--- src/rtl/conv_loop_sequencer.sv ---
// conv_loop_sequencer
// Control FSM for a 3-tap MAC datapath (mac3 plus a/b operand registers) running a
// KxK convolution layer. Loop nest, outermost first: y, x, co, ci, ky. Each kernel row
// costs one operand FETCH and one MAC. Each (y, x, co, ci) step ends in one WRITE,
// which read-modify-writes the partial sum held in external memory.
module conv_loop_sequencer #(
  parameter int LOG2_OF_MEM_HEIGHT = 20,
  parameter int FEATURE_MAP_WIDTH  = 1024,
  parameter int FEATURE_MAP_HEIGHT = 1024,
  parameter int INPUT_NB_CHANNELS  = 64,
  parameter int OUTPUT_NB_CHANNELS = 64,
  // One mac3 operation consumes one kernel row, so this must stay 3.
  parameter int KERNEL_SIZE        = 3,
  // Counter widths. Each is held at 1 bit or more so that an extent of 1 still elaborates.
  localparam int XW  = (FEATURE_MAP_WIDTH  > 1) ? $clog2(FEATURE_MAP_WIDTH)  : 1,
  localparam int YW  = (FEATURE_MAP_HEIGHT > 1) ? $clog2(FEATURE_MAP_HEIGHT) : 1,
  localparam int COW = (OUTPUT_NB_CHANNELS > 1) ? $clog2(OUTPUT_NB_CHANNELS) : 1,
  localparam int CIW = (INPUT_NB_CHANNELS  > 1) ? $clog2(INPUT_NB_CHANNELS)  : 1,
  localparam int KW  = (KERNEL_SIZE        > 1) ? $clog2(KERNEL_SIZE)        : 1,
  localparam int AW  = LOG2_OF_MEM_HEIGHT
) (
  input  logic           clk,
  input  logic           rst_in,
  input  logic           start,
  output logic           running,
  input  logic           a_valid,
  input  logic           b_valid,
  output logic           a_ready,
  output logic           b_ready,
  output logic           write_a,
  output logic           write_b,
  output logic           mac_valid,
  output logic           mac_accumulate_internal,
  output logic           mac_accumulate_with_0,
  output logic           mem_re,
  output logic [AW-1:0]  mem_read_addr,
  output logic           mem_we,
  output logic [AW-1:0]  mem_write_addr,
  output logic           output_valid,
  output logic [XW-1:0]  output_x,
  output logic [YW-1:0]  output_y,
  output logic [COW-1:0] output_ch
);

  typedef enum logic [1:0] {
    IDLE  = 2'd0,
    FETCH = 2'd1,
    MAC   = 2'd2,
    WRITE = 2'd3
  } state_t;

  state_t state, state_next;

  logic [YW-1:0]  y;
  logic [XW-1:0]  x;
  logic [COW-1:0] co;
  logic [CIW-1:0] ci;
  logic [KW-1:0]  ky;

  logic y_last, x_last, co_last, ci_last, ky_last;
  logic layer_done;
  logic transfer;
  logic [AW-1:0] addr;

  // Wrap points of each loop counter, and the point where the whole layer is finished.
  assign y_last     = (y  == YW'(FEATURE_MAP_HEIGHT - 1));
  assign x_last     = (x  == XW'(FEATURE_MAP_WIDTH - 1));
  assign co_last    = (co == COW'(OUTPUT_NB_CHANNELS - 1));
  assign ci_last    = (ci == CIW'(INPUT_NB_CHANNELS - 1));
  assign ky_last    = (ky == KW'(KERNEL_SIZE - 1));
  assign layer_done = y_last && x_last && co_last && ci_last;

  // A row moves only when both operands are present. This keeps a and b rows paired.
  assign transfer = a_valid && b_valid;

  // Partial-sum slot for the current output pixel and output channel. The sum is
  // formed at 64 bits and then truncated to the memory address width.
  assign addr = AW'((64'(y) * 64'(FEATURE_MAP_WIDTH) + 64'(x)) * 64'(OUTPUT_NB_CHANNELS)
                    + 64'(co));

  // Coordinates of the output being produced. They follow the counters directly.
  assign output_x  = x;
  assign output_y  = y;
  assign output_ch = co;

  // State register and loop counters. rst_in takes priority, even in the middle of a layer.
  // NOTE: sequential state uses non-blocking assignments, so every register samples
  // the values from before the clock edge, whatever order the statements are in.
  always_ff @(posedge clk) begin
    if (rst_in) begin
      state <= IDLE;
      y     <= '0;
      x     <= '0;
      co    <= '0;
      ci    <= '0;
      ky    <= '0;
    end else begin
      state <= state_next;
      unique case (state)
        IDLE: begin
          if (start) begin
            y  <= '0;
            x  <= '0;
            co <= '0;
            ci <= '0;
            ky <= '0;
          end
        end
        MAC: begin
          if (!ky_last) begin
            ky <= ky + KW'(1);
          end
        end
        WRITE: begin
          ky <= '0;
          if (!ci_last) begin
            ci <= ci + CIW'(1);
          end else begin
            ci <= '0;
            if (!co_last) begin
              co <= co + COW'(1);
            end else begin
              co <= '0;
              if (!x_last) begin
                x <= x + XW'(1);
              end else begin
                x <= '0;
                if (!y_last) begin
                  y <= y + YW'(1);
                end else begin
                  y <= '0;
                end
              end
            end
          end
        end
        default: ;
      endcase
    end
  end

  // Next-state logic and all control outputs. The outputs depend only on the state and
  // counters, plus the valid pair while in FETCH.
  // NOTE: every output gets a default before the case statement, so no path leaves a
  // signal unassigned and no latch is inferred.
  always_comb begin
    state_next              = state;
    running                 = 1'b0;
    a_ready                 = 1'b0;
    b_ready                 = 1'b0;
    write_a                 = 1'b0;
    write_b                 = 1'b0;
    mac_valid               = 1'b0;
    mac_accumulate_internal = 1'b0;
    mac_accumulate_with_0   = 1'b0;
    mem_re                  = 1'b0;
    mem_read_addr           = '0;
    mem_we                  = 1'b0;
    mem_write_addr          = '0;
    output_valid            = 1'b0;

    unique case (state)
      IDLE: begin
        if (start) begin
          state_next = FETCH;
        end
      end

      FETCH: begin
        running       = 1'b1;
        a_ready       = transfer;
        b_ready       = transfer;
        write_a       = transfer;
        write_b       = transfer;
        // The first kernel row of every input channel after the first one needs the
        // stored partial sum. The memory has a 1-cycle read latency, so that sum
        // arrives just as the MAC cycle takes it.
        mem_re        = (ky == '0) && (ci != '0);
        mem_read_addr = addr;
        if (transfer) begin
          state_next = MAC;
        end
      end

      MAC: begin
        running                 = 1'b1;
        mac_valid               = 1'b1;
        mac_accumulate_internal = (ky != '0);
        mac_accumulate_with_0   = (ky == '0) && (ci == '0);
        mem_read_addr           = addr;
        state_next              = ky_last ? WRITE : FETCH;
      end

      WRITE: begin
        // The mac3 output register holds the finished kernel sum for this channel.
        running        = 1'b1;
        mem_we         = 1'b1;
        mem_write_addr = addr;
        mem_read_addr  = addr;
        output_valid   = ci_last;
        state_next     = layer_done ? IDLE : FETCH;
      end

      default: begin
        state_next = IDLE;
      end
    endcase
  end

endmodule

--- config.mk ---
export PLATFORM = sky130hd
export DESIGN_NAME = conv_loop_sequencer
export DESIGN_NICKNAME = d
export VERILOG_FILES = /design/src/rtl/conv_loop_sequencer.sv
export SDC_FILE = /design/constraint.sdc
export NUM_CORES = 1
export LEC_CHECK = 0
export CAP_MARGIN = 15
export CORE_MARGIN = 2
export CORE_UTILIZATION = 48
export DETAILED_ROUTE_END_ITERATION = 12
export HOLD_SLACK_MARGIN = 0.1
export PLACE_DENSITY_LB_ADDON = 0.15
export SLEW_MARGIN = 0
export SYNTH_ARGS = -nofsm -noshare
export SYNTH_HDL_FRONTEND = slang
export SYNTH_SLANG_ARGS = --single-unit
--- constraint.sdc ---
create_clock -name clk -period 4.64 [get_ports clk]
set_clock_uncertainty 0.15 [all_clocks]
set_input_delay 1.392 -clock clk [delete_from_list [all_inputs] [get_ports clk]]
set_output_delay 1.392 -clock clk [all_outputs]
set_load 0.03 [all_outputs]
==> flow_metrics.tcl <==
set metrics [dict create \
    synth_seq_cells 36 \
    synthAdderAreaFrac_pct 3.94 \
    gr-total-overflow 0 \
    pwr-share-seq_pct 51.7 \
    required_ns 3.10 \
    dp_cells 401 \
    start_util_pct 50.3 \
    grt_pass1_vias 2294 \
    stdcell_count 409 \
    yosys.area_share.simple_pct 37.3 \
    grt_max_degree 24 \
    synthFlopType "dfxtp_1" \
    cpMaxStageDelayCell "clkdlybuf4s50_1" \
    postSynthCellCount 278 \
    critPathMaxStageDelay_ns 0.69 \
    pre_cts_ws_ns 0.267 \
    p_int_uw 453 \
    path_clk_slew_ns 0.07 \
    synth_mux_area_share_pct 0.958 \
    met3_usage_pct 5.56 \
    nFillCells 378 \
    clk_path_buf_depth 2 \
    grt_usage_pct 25.3 \
    cp_common_cell "clkdlybuf4s50_1" \
    ys_types 52 \
    setup-violations-final 0 \
    layout_common_cells "81 x clkdlybuf4s50_1, 36 x dfxtp_1, 31 x nor2_1, 23 x and3_1, 22 x and2_1" \
    multi_input_area_um2 1400 \
    floorplan.rows 24 \
    synth_compound_area_share_pct 16.5 \
    die-area_um2 5190 \
    place.gp.congestion 0.868 \
    cts_resized 0 \
    syn2layout_area_growth_pct 41.8 \
    busiest_layer "met2" \
    drc 0 \
    nNetsFinal 368 \
    clock-root-buffer "clkbuf_8" \
    status "finished, final reports clean" \
    post-synth-top-area-fraction_pct 32.5 \
    use_met1_pct 31.1 \
    rsz0062_at_grt "false" \
    coreArea_um2 4410 \
    whs_ns 0.350 \
    async_flop_share_pct 0 \
    cts_buffers 5 \
    p_per_area_nw_per_um2 194 \
    post_cts_buffers 0 \
    die_height_um 72.0 \
    ioPinCount 82 \
    synth_top_family_by_area "simple AND/OR/NAND/NOR gates" \
    tritoncts "yes" \
    post-route-period-util_pct 93.8 \
    grt_pass1_wl_um 10600 \
    syn_area_um2 2220 \
    seqCellArea_um2 721 \
    synth_area_per_cell_um2 7.99 \
    yosys.area_share.xor_xnor_pct 4.34 \
    finalHoldViolCount 0 \
    crit_path_max_fanout 4 \
    synth_warnings 0 \
    cp-start-kind "input pin" \
    fin_tns_setup_ns 0 \
    drt_wl_total_um 6190 \
    p_comb_share_pct 9.8 \
    drt-wirelength-per-cell_um 15.1 \
    maxSlewHeadroom_pct 49.8 \
    layout_commonest_cell "clkdlybuf4s50_1" \
    p_clk_share_pct 38.5 \
    critPathCaptureType "output pin" \
    vias_per_cell 5.78 \
    vias 2362 \
    cts_sinks 36 \
    fmax_mhz 230 \
    dpl.hpwl_um 4530 \
    holdCritPathClass "reg2reg" \
    fin_ws_ns 0.286 \
    slew_violations 0 \
    drive_above_1_share_pct 5.88 \
    critPathTopFamily "buffers and inverters" \
    vdd_drop_max_v 0.000122 \
    critPathArrivalTime_ns 2.81 \
    maxCapViolCount 0 \
    switching_share_pct 25.9 \
    power_switching_uw 158 \
    antenna_found_initial 0 \
    critPathBufInv 3 \
    worst_slew_pin_slew_ns 0.747 \
    synth_top_cell_by_area "dfxtp_1" \
    syn-num-nets 290 \
    worstPathCellList "clkdlybuf4s50_1, nand4b_1, inv_1, clkdlybuf4s50_1" \
    drt-initial-drc-count 186 \
    clock_latency_ns 0.29 \
    holdBufCountCts 0 \
    power_leakage_nw 1.21 \
    diodes 0 \
    drtAntennaViolNets 0 \
    dr.pass1.iters 5 \
    grtUsageMet2_pct 43.1 \
    fin_crit_ns 4.35 \
    ys_seq_area_share_pct 32.5 \
    synth_enable_flop_cells 0 \
    cts_htree_levels 2 \
    numPortBuffers 81 \
    synth.area.top_cells "dfxtp_1 32%, and3_1 6.5%, and2_1 6.2%" \
    path_class "in2out" \
    die_w_um 72.0 \
]
## synth_stat cells, drive strengths merged, types with 2 or more instances
library cell / n
dfxtp: 36
nor2: 31
and3: 23
and2: 22
nand2: 18
o21ai: 18
a21oi: 14
inv: 9
xor2: 9
nand3: 8
buf: 7
clkbuf: 7
ha: 7
nand4: 7
o31ai: 6
and4: 4
nand2b: 4
nor2b: 4
nor3: 4
nor4: 4
o211ai: 4
nor4b: 3
o2111ai: 3
o41ai: 3
a22oi: 2
a31oi: 2
nand3b: 2
or2: 2
or4: 2
xnor2: 2
## metrics by stage
stage | total power, mW | area [um2] | utilization, %
2_1_floorplan | 0.361 | 2220 | -
3_3_place_gp | 0.382 | 3060 | 69.3
3_5_place_dp | 0.384 | 3060 | 69.3
4_1_cts | 0.615 | 3150 | 71.3
5_1_grt | 0.632 | 3150 | 71.3
6_report | 0.612 | 3150 | 71.3
## cells by family after synthesis
kind of cell,count (synthesis)
AO/OA/AOI/OAI,55
XOR/XNOR,11
adder cells (fa/ha/maj),7
buffers and inverters,23
flip-flops,36
multiplexers,2
AND/OR/NAND/NOR,144
## final cells by class
type	instances	share of cell area (%)
well taps	52	2.07
clock buffers	8	2.86
inverters	9	1.07
multi-input cells	219	44.4
flip-flops and latches	36	22.9
repair buffers	85	26.7
## per-layer routing
metal | wire length, um | up-vias | share of wire [%]
met2 | 3060 | 92 | 50
li1 | - | 1161 | -
met5 | 0 | - | 0
met1 | 2660 | 1099 | 43
met3 | 406 | 10 | 6.6
met4 | 59 | 0 | 0.95
## power groups by stage
stage / Clock, mW / Sequential (mW) / Combinational (mW)
finish: 0.236 / 0.316 / 0.0601
floorplan: 0 / 0.323 / 0.0377
global placement: 0 / 0.323 / 0.0592
global route: 0.250 / 0.317 / 0.0649
CTS: 0.238 / 0.316 / 0.0605
detailed placement: 0 / 0.323 / 0.0603
## sequential cells by signal (all words and copies together), names as in the netlist
signal and count:
output_x 10, output_y 10, ci 6, output_ch 6, ky 2, state 2
## worst paths after layout
check / startpoint / cells past startpoint / to / slack (ns)
hold / removal: output_y[9] / 1 / output_y[9] / 0.35
setup / recovery: a_valid / 4 / write_b / 0.29
hold reg to reg: output_y[9] / 1 / output_y[9] / 0.35
setup reg to reg: state[1] / 6 / output_x[5] / 1.93
Note: power is estimated with default switching activity, not from simulation.
